File: src/rtl/nibble_sram_pkg.sv
// Purpose : shared command encodings and width helpers for the nibble SRAM controller.
// Contents: cmd_e command enum, abuf_width() and nibs_per_word() elaboration helpers.
package nibble_sram_pkg;

   typedef enum logic [1:0] {
      CMD_SET_ADDR  = 2'b00,
      CMD_WRITE_NIB = 2'b01,
      CMD_READ      = 2'b10,
      CMD_CLEAR     = 2'b11
   } cmd_e;

   // Address buffer width: address bits rounded up to a whole number of nibbles.
   function automatic int unsigned abuf_width(input int unsigned aw, input int unsigned nw);
      return nw * ((aw + nw - 1) / nw);
   endfunction

   function automatic int unsigned nibs_per_word(input int unsigned dw, input int unsigned nw);
      return dw / nw;
   endfunction

endpackage

File: src/rtl/nibble_sram_mem.sv
// Purpose : DEPTH x DW register array, one write port, one registered read port.
// Ports   : clk, reset (async, clears only the read data register),
//           we/waddr/wdata (write on rising edge), re/raddr (load rdata on rising edge),
//           rdata (registered read data, holds while re is low).
module nibble_sram_mem #(
   parameter int unsigned DW    = 8,
   parameter int unsigned DEPTH = 16,
   parameter int unsigned AW    = $clog2(DEPTH)
) (
   input  logic          clk,
   input  logic          reset,
   input  logic          we,
   input  logic [AW-1:0] waddr,
   input  logic [DW-1:0] wdata,
   input  logic          re,
   input  logic [AW-1:0] raddr,
   output logic [DW-1:0] rdata
);

   logic [DW-1:0] mem_q [DEPTH];
   logic [DW-1:0] rdata_d;
   logic [DW-1:0] rdata_q;

   // Storage array keeps its contents across reset.
   always_ff @(posedge clk) begin
      if (we) begin
         mem_q[waddr] <= wdata;
      end
   end

   always_comb begin
      rdata_d = rdata_q;
      if (re) begin
         rdata_d = mem_q[raddr];
      end
   end

   always_ff @(posedge clk or posedge reset) begin
      if (reset) begin
         rdata_q <= '0;
      end else begin
         rdata_q <= rdata_d;
      end
   end

   assign rdata = rdata_q;

endmodule

File: src/rtl/nibble_sram_ctrl.sv
// Purpose : pin-limited SRAM tile controller; words are loaded and read through a
//           narrow nibble port with auto-incrementing, wrapping address.
// Ports   : clk, reset (async active-high), cmd_valid/cmd/nib (command port),
//           oe (combinational output enable), dout (read data gated by oe),
//           rd_valid (READ data pulse), wr_done (word commit pulse),
//           nib_cnt (nibbles buffered toward the next word).
module nibble_sram_ctrl
   import nibble_sram_pkg::*;
#(
   parameter int unsigned DW    = 8,
   parameter int unsigned NW    = 4,
   parameter int unsigned DEPTH = 16
) (
   input  logic                  clk,
   input  logic                  reset,
   input  logic                  cmd_valid,
   input  logic [1:0]            cmd,
   input  logic [NW-1:0]         nib,
   input  logic                  oe,
   output logic [DW-1:0]         dout,
   output logic                  rd_valid,
   output logic                  wr_done,
   output logic [$clog2(DW/NW):0] nib_cnt
);

   localparam int unsigned AW  = $clog2(DEPTH);
   localparam int unsigned NPW = nibs_per_word(DW, NW);
   localparam int unsigned AB  = abuf_width(AW, NW);
   localparam int unsigned CW  = $clog2(NPW) + 1;

   // Reject unusable parameter sets at elaboration.
   if ((DW % NW) != 0 || DEPTH < 2 || (DEPTH & (DEPTH - 1)) != 0) begin : g_bad_params
      $error("nibble_sram_ctrl: DW must be a multiple of NW and DEPTH a power of two >= 2");
   end

   logic [AB-1:0] abuf_q, abuf_d;
   logic [DW-1:0] dbuf_q, dbuf_d;
   logic [CW-1:0] nib_cnt_q, nib_cnt_d;
   logic          rd_valid_q, rd_valid_d;
   logic          wr_done_q, wr_done_d;

   logic [AB-1:0] abuf_shift_c;
   logic [DW-1:0] dbuf_shift_c;
   logic [AW-1:0] addr_c;
   logic [AW-1:0] addr_inc_c;
   logic          mem_we_c;
   logic          mem_re_c;
   logic [DW-1:0] mem_rdata;

   // Address nibbles enter at the bottom (MSB-first load); data nibbles enter at the top (LSB-first load).
   if (AB == NW) begin : g_abuf_one
      assign abuf_shift_c = nib;
   end else begin : g_abuf_multi
      assign abuf_shift_c = {abuf_q[AB-NW-1:0], nib};
   end

   if (DW == NW) begin : g_dbuf_one
      assign dbuf_shift_c = nib;
   end else begin : g_dbuf_multi
      assign dbuf_shift_c = {nib, dbuf_q[DW-1:NW]};
   end

   assign addr_c     = abuf_q[AW-1:0];
   assign addr_inc_c = addr_c + AW'(1);

   // Command decode; one command per cycle, so no read/write hazard exists.
   always_comb begin
      abuf_d     = abuf_q;
      dbuf_d     = dbuf_q;
      nib_cnt_d  = nib_cnt_q;
      rd_valid_d = 1'b0;
      wr_done_d  = 1'b0;
      mem_we_c   = 1'b0;
      mem_re_c   = 1'b0;
      if (cmd_valid) begin
         case (cmd_e'(cmd))
            CMD_SET_ADDR: begin
               abuf_d = abuf_shift_c;
            end
            CMD_WRITE_NIB: begin
               dbuf_d = dbuf_shift_c;
               if (nib_cnt_q == CW'(NPW - 1)) begin
                  // Last nibble of the word: commit and advance, dropping any upper abuf bits.
                  mem_we_c  = 1'b1;
                  nib_cnt_d = '0;
                  abuf_d    = AB'(addr_inc_c);
                  wr_done_d = 1'b1;
               end else begin
                  nib_cnt_d = nib_cnt_q + CW'(1);
               end
            end
            CMD_READ: begin
               mem_re_c   = 1'b1;
               rd_valid_d = 1'b1;
               abuf_d     = AB'(addr_inc_c);
            end
            CMD_CLEAR: begin
               nib_cnt_d = '0;
               dbuf_d    = '0;
            end
            default: begin
            end
         endcase
      end
   end

   always_ff @(posedge clk or posedge reset) begin
      if (reset) begin
         abuf_q     <= '0;
         dbuf_q     <= '0;
         nib_cnt_q  <= '0;
         rd_valid_q <= 1'b0;
         wr_done_q  <= 1'b0;
      end else begin
         abuf_q     <= abuf_d;
         dbuf_q     <= dbuf_d;
         nib_cnt_q  <= nib_cnt_d;
         rd_valid_q <= rd_valid_d;
         wr_done_q  <= wr_done_d;
      end
   end

   nibble_sram_mem #(
      .DW    (DW),
      .DEPTH (DEPTH),
      .AW    (AW)
   ) u_mem (
      .clk   (clk),
      .reset (reset),
      .we    (mem_we_c),
      .waddr (addr_c),
      .wdata (dbuf_shift_c),
      .re    (mem_re_c),
      .raddr (addr_c),
      .rdata (mem_rdata)
   );

   assign dout     = oe ? mem_rdata : '0;
   assign rd_valid = rd_valid_q;
   assign wr_done  = wr_done_q;
   assign nib_cnt  = nib_cnt_q;

endmodule
File: config.mk
export PLATFORM = sky130hd
export DESIGN_NAME = nibble_sram_ctrl
export DESIGN_NICKNAME = d
export VERILOG_FILES = /design/src/rtl/nibble_sram_pkg.sv /design/src/rtl/nibble_sram_mem.sv /design/src/rtl/nibble_sram_ctrl.sv
export SDC_FILE = /design/constraint.sdc
export NUM_CORES = 1
export LEC_CHECK = 0
export ABC_AREA = 1
export CAP_MARGIN = 40
export CORE_ASPECT_RATIO = 1.1
export CORE_MARGIN = 2
export CORE_UTILIZATION = 55
export DETAILED_ROUTE_END_ITERATION = 8
export PLACE_DENSITY = 0.77
export SLEW_MARGIN = 25
export SYNTH_ARGS = -nofsm -noshare
export SYNTH_HDL_FRONTEND = slang
export SYNTH_SLANG_ARGS = --single-unit
File: constraint.sdc
create_clock -name clk -period 2.7 [get_ports clk]
set_clock_uncertainty 0.15 [all_clocks]
set_input_delay 0.54 -clock clk [delete_from_list [all_inputs] [get_ports clk]]
set_output_delay 0.54 -clock clk [all_outputs]
set_load 0.05 [all_outputs]
==> metrics, run 1 <==
portion of netlist area occupied by mux cells 0%; status finished, final reports clean; core area 11490 sq um; die width 107.3 um; count of routing violations after the opening detailed-route iteration 605; post-CTS sizing 0; clock-pin slew reported for the worst setup and hold paths after clock tree synthesis 60 ps; Avg Synthesized Cell Area 10.14 sq um; pre-CTS setup slack -16.19 ps; PortBufs 21; sequential element share of the synthesized area 67.23%; Setup violations, final 0; max-slew violation count 0; leading cell types in the layout, fill and taps excluded nand2_1, edfxtp_1, inv_1; launch instance of the worst register-to-register path abuf_q[0]; async set-or-reset flop fraction in the synthesized netlist 13.51%; Synth top area share 59.49%; fraction of the mapped netlist area in simple logic gates 20.27%; pin count of the biggest net entering global routing 34; # Max-Cap Violations 0; area used by sequential logic in the layout 4345 sq um; number of buffers inserted to repair setup after CTS 0; largest family of logic cells by synthesized area simple AND/OR/NAND/NOR gates; worst ir drop on vdd 477.6 uV; Multi-input gate area 1585 sq um; via count of the first global-routing pass 4482; global-route wire length before repair 22790 um; Die Ht 117.7 um; post-synthesis share of cell area spent on xor and xnor gates 0.2711%; antenna violations before repair 0; total of flip-flops plus latches after synthesis 148; weighted congestion reported at the end of routability-driven placement 0.8987; overall track demand over capacity in global routing 24.74%; Top-Level Pins 22; TritonCTS buffer count 17; startpoint of the worst setup timing path cmd[0]; via count 4508; clock root cell clkbuf_16; reg-to-reg critical path endpoint u_mem.rdata[1]; ANT cells 0; instance count on the critical path 7; Pre-antenna DRT Iters 5; Worst R2R Path Depth 9; number of H-tree levels 4; HP Class in2async; Via-to-Cell Ratio 5.329; Non-Filler Instances 846; final net count 701; count of hold-fix buffers inserted at cts 0; worst endpoint data arrival time 2360 ps; Compound-Gate Fraction of Synth Area 2.440%; CP Cell Sequence clkdlybuf4s50_1 > ha_1 > nand2_1 > nor2_1 > nand2_1 > nor2_1 > buf_4; capturing element type of the critical path flip-flop; Slew HR 42.20%; fraction of the mapped netlist area in adder cells 1.549%; yosys synthesis warning count 0; final hold violation count 0; FP Rows 41; antenna violation net count after detailed routing 0; clk buf depth 2; Pwr Total 0.006338 W; fill cell total of the finished layout 848; slowest stage cell on the critical path clkdlybuf4s50_1; wire length per cell after detailed routing 17.55 um; Worst Path Buf+Inv 2; WS Path Type in2reg; gr ovfl total 0; minimum clock period 2375 ps; timing-limited maximum frequency 421.1 MHz; Worst path top cell family by delay simple AND/OR/NAND/NOR gates; Skew-Pair Late Insertion Delay 420 ps; Distinct cells, synth 21; commonest register cell after synthesis edfxtp_1; worst-path maximum fanout 8; count of clock tree sinks 148; setup repair after global routing missed its margin false; area delta synth->final 17.76%; DRC 0; overall die area 12630 sq um; DRT Wirelength 14850 um; TritonCTS clock tree yes; biggest cell delay along the critical path 530 ps; destination of the critical timing path u_mem.mem_q[9][1]; number of synthesized flops with an enable pin 128; post-synth top area cell edfxtp_1; type of element launching the critical path input port; R2R Setup Slk 550 ps; ratio of total power to cell area 833.0 nW/um^2; post-synthesis cell count 637; synthesized area 6461 sq um; slew at the pin closest to its max-slew limit 866.9 ps; dominant cells by area after synthesis edfxtp_1, nand2_1, dfrtp_1; post-detailed-placement half-perimeter wirelength 9586 um; Final Worst Setup Slack 325.4 ps; Worst Path Required 2680 ps; initial cell density of the core 56.23%; most common library cell in the layout ignoring fill and taps nand2_1; Post-Syn Nets 655; # placed instances 813; Period Utilization, post-route 87.95%; layout cells sized above 1 10.34%; total leakage power 3.270 nW
stage by stage:
stage	util, %	area (sq um)	hold WS, ps	TNS (ps)
after floorplan	-	6461	330.7	0
after global placement	60.93	7002	350.0	0
after detailed placement	60.93	7002	353.6	-190.2
after CTS	66.08	7594	366.6	0
after global routing	66.21	7609	149.7	0
final	66.21	7609	139.9	0
synth_stat cells (2+ instances only):
master	instances
nand2_1	184
edfxtp_1	128
inv_1	97
nand3_1	69
nor2_1	68
o21ai_0	26
dfrtp_1	20
buf_2	11
buf_4	8
ha_1	8
buf_6	3
a21oi_1	2
clkbuf_1	2
inv_2	2
nor2_2	2
o21ai_1	2
worst reg2reg max path, cell delays in order, from the launching register on:
cell	delay, ps
dfrtp_2	550
inv_2	280
buf_4	370
nand2_1	100
nand3_1	90
nand2_1	90
nand2_1	70
nand3_1	140
nor2_1	160
nor2_1	50
flip-flops by register name (all words and copies together), names as in the netlist:
signal       count
abuf_q           4
wr_done          1
u_mem.rdata      8
u_mem.mem_q    128
rd_valid         1
dbuf_q           4
nib_cnt          2
area by class of cell:
class,count,area share [%]
tap,150,2.467
timing repair buffer,51,6.874
clock buffer,20,5.739
clock inverter,12,2.039
sequential,148,57.11
inverter,100,4.933
multi-input combinational,365,20.84
layer usage:
metal  global-route usage (%)  vias to the layer above  wire [um]
li1                         -                     2132          -
met1                    29.83                     2137       5797
met2                    40.03                      187       7247
met3                    6.921                       52       1095
met4                    13.54                        0        705
met5                        0                        -          0
report_power, final:
part           leakage, nW  total, W  internal (W)  switching (W)
logic                 1.58   0.00129      0.000431       0.000857
registers             1.41   0.00271       0.00259       0.000118
clock network        0.286   0.00234       0.00145       0.000887
worst min-delay path by stage:
stage	endpoint	from	slack, ps
2_1_floorplan	u_mem.rdata[0]	u_mem.rdata[0]	330
3_3_place_gp	u_mem.rdata[5]	u_mem.rdata[5]	350
3_5_place_dp	u_mem.rdata[1]	u_mem.rdata[1]	350
4_1_cts	u_mem.rdata[1]	u_mem.rdata[1]	370
5_1_grt	nib_cnt[0]	reset	150
6_report	dbuf_q[6]	reset	140
cells by family after synthesis:
group | Yosys count
xor+xnor | 2
buf+inv | 124
compound gates | 31
flops | 148
simple gates | 324
fa+ha+maj | 8
Power figures use the tool's default switching activity.
==> run 2: changes to the inputs <==
Clock period 2.7 ns to 3 ns, I/O delays scaled along.
==> run 2 against run 1 <==
Net effect: combinational power is 16% lower; total power is 11% lower; routed wire length is 2.4% lower; cell count is 0.24% lower; critical path type is now reg2out; sequential share of layout area is 0.63 points higher; largest power group unchanged; highest routed layer unchanged.
==> metrics, run 2 (same netlist as run 1, synthesis figures left out) <==
status finished, final reports clean; TritonCTS buffer count 17 (unchanged); weighted congestion reported at the end of routability-driven placement 0.8816 (-1.9%); number of buffers inserted to repair setup after CTS 0 (unchanged); CP Cell Sequence clkdlybuf4s50_1; max-slew violation count 0 (unchanged); antenna violation net count after detailed routing 0 (unchanged); most common library cell in the layout ignoring fill and taps nand2_1; Worst path top cell family by delay buffers and inverters; core area 11490 sq um (unchanged); via count of the first global-routing pass 4431 (-1.1%); Setup violations, final 0 (unchanged); initial cell density of the core 56.23% (unchanged); most flop-heavy register u_mem.mem_q; worst-path maximum fanout 3 (-5); Via-to-Cell Ratio 5.314 (-0.27%); DRT Wirelength 14490 um (-2.4%); leading cell types in the layout, fill and taps excluded nand2_1, edfxtp_1, inv_1; # placed instances 809 (-0.49%); Skew-Pair Late Insertion Delay 420 ps (about the same); Final Cell Area 7526 sq um (-1.1%); count of hold-fix buffers inserted at cts 0 (unchanged); area delta synth->final 16.48%; pin count of the biggest net entering global routing 57 (+68%); top layer reached by signal wires met4; global-route wire length before repair 22910 um (+0.54%); Switching Power 0.001668 W (-10%); # Max-Cap Violations 0 (unchanged); WL met2 7063 um (-2.5%); fill cell total of the finished layout 859 (+1.3%); antenna violations before repair 0 (unchanged); count of routing violations after the opening detailed-route iteration 455 (-25%); via count 4485 (-0.51%); Pwr Total 0.005631 W (-11%); max FFs per register 128 (unchanged); die width 107.3 um (unchanged); type of element launching the critical path flip-flop; Worst Path Required 2250 ps (-430 ps); part of the power in the clock network 37.5% (+0.6 points); Die Ht 117.7 um (unchanged); Worst Path Buf+Inv 1 (-1); layout cells sized above 1 10.23% (-0.11 points); PortBufs 21 (unchanged); clk buf depth 2 (unchanged); setup repair after global routing missed its margin false; worst endpoint data arrival time 1630 ps (-730 ps); Slew HR 49.24% (+7.0 points); ratio of total power to cell area 748.2 nW/um^2 (-10%); wire length per cell after detailed routing 17.17 um (-2.2%); worst ir drop on vdd 479.4 uV (+0.38%); Total Neg Setup Slack 0 ps (unchanged); Sequential Power Share 43.4% (+0.7 points); clock root cell clkbuf_16; Routed met3 length 1197 um (+9.3%); post-CTS sizing 0 (unchanged); final net count 699 (-0.29%); count of clock tree sinks 148 (unchanged); overall die area 12630 sq um (unchanged); post-detailed-placement half-perimeter wirelength 9176 um (-4.3%); final hold violation count 0 (unchanged); timing-limited maximum frequency 420.1 MHz; gr ovfl total 0 (unchanged); minimum clock period 2381 ps; Internal 0.003963 W (-11%); HP Class in2async; Period Utilization, post-route 79.35%; FP Rows 41 (unchanged); slowest stage cell on the critical path clkdlybuf4s50_1; Top-Level Pins 22 (unchanged); TritonCTS clock tree yes; number of H-tree levels 4 (unchanged); Placement Cell Area 6897 sq um (-1.5%); biggest cell delay along the critical path 820 ps (+290 ps); Pre-antenna DRT Iters 5 (unchanged); overall track demand over capacity in global routing 24.77% (+0.038 points); pre-CTS setup slack 260.2 ps (+276.3 ps); WS Path Type reg2out; Comb pwr share 19.2% (-1.1 points); DRC 0 (unchanged); ANT cells 0 (unchanged); switching share of total power 29.62% (+0.24 points); slew at the pin closest to its max-slew limit 759.0 ps (-107.9 ps); total leakage power 3.238 nW (-0.99%); clock-pin slew reported for the worst setup and hold paths after clock tree synthesis 60 ps (about the same); Final Worst Setup Slack 619.5 ps (+294.0 ps); sum of routed wire segments on met1 5753 um (-0.76%); Non-Filler Instances 844 (-0.24%); capturing element type of the critical path output pin
[run 2: routing by layer]
layer	vias up	GRT usage (%)
li1	2132	-
met1	2111	31.36
met2	202	40.59
met3	40	5.814
met4	0	11.06
met5	-	0
[run 2: area by class of cell]
type / instances / area, sq um / share of cell area [%]
clock inverter: 14 / 162.7 / 2.161
inverter: 100 / 375.4 / 4.988
multi-input combinational: 365 / 1585 / 21.06
sequential: 148 / 4345 / 57.74
clock buffer: 18 / 429.2 / 5.702
timing repair buffer: 49 / 440.4 / 5.852
tap: 150 / 187.7 / 2.494
[run 2: power groups by stage]
stage	clock [W]	combinational [W]	sequential, W
3_5_place_dp	0	0.00104	0.00249
5_1_grt	0.00222	0.00119	0.00245
2_1_floorplan	0	0.000788	0.00243
3_3_place_gp	0	0.00102	0.00249
4_1_cts	0.00213	0.00105	0.00245
6_report	0.00211	0.00108	0.00244
[run 2: final timing paths]
kind                       cells after the start           start  slack [ps]           endpoint
setup reg to reg                               5       abuf_q[1]         690  u_mem.mem_q[7][1]
min in group clk                               2  u_mem.rdata[6]         370     u_mem.rdata[6]
hold reg to reg                                2  u_mem.rdata[6]         370     u_mem.rdata[6]
setup / recovery                               1      nib_cnt[0]         620         nib_cnt[0]
max in group asynchronous                      3           reset        2170          abuf_q[0]
hold / removal                                 2           reset         190           rd_valid
[run 2: per-stage QoR]
stage / util [%] / hold WS, ps
6_report: 65.49 / 185.0
5_1_grt: 65.49 / 187.2
4_1_cts: 65.17 / 365.7
3_5_place_dp: 60.02 / 352.4
3_3_place_gp: 60.02 / 344.6
2_1_floorplan: - / 330.7
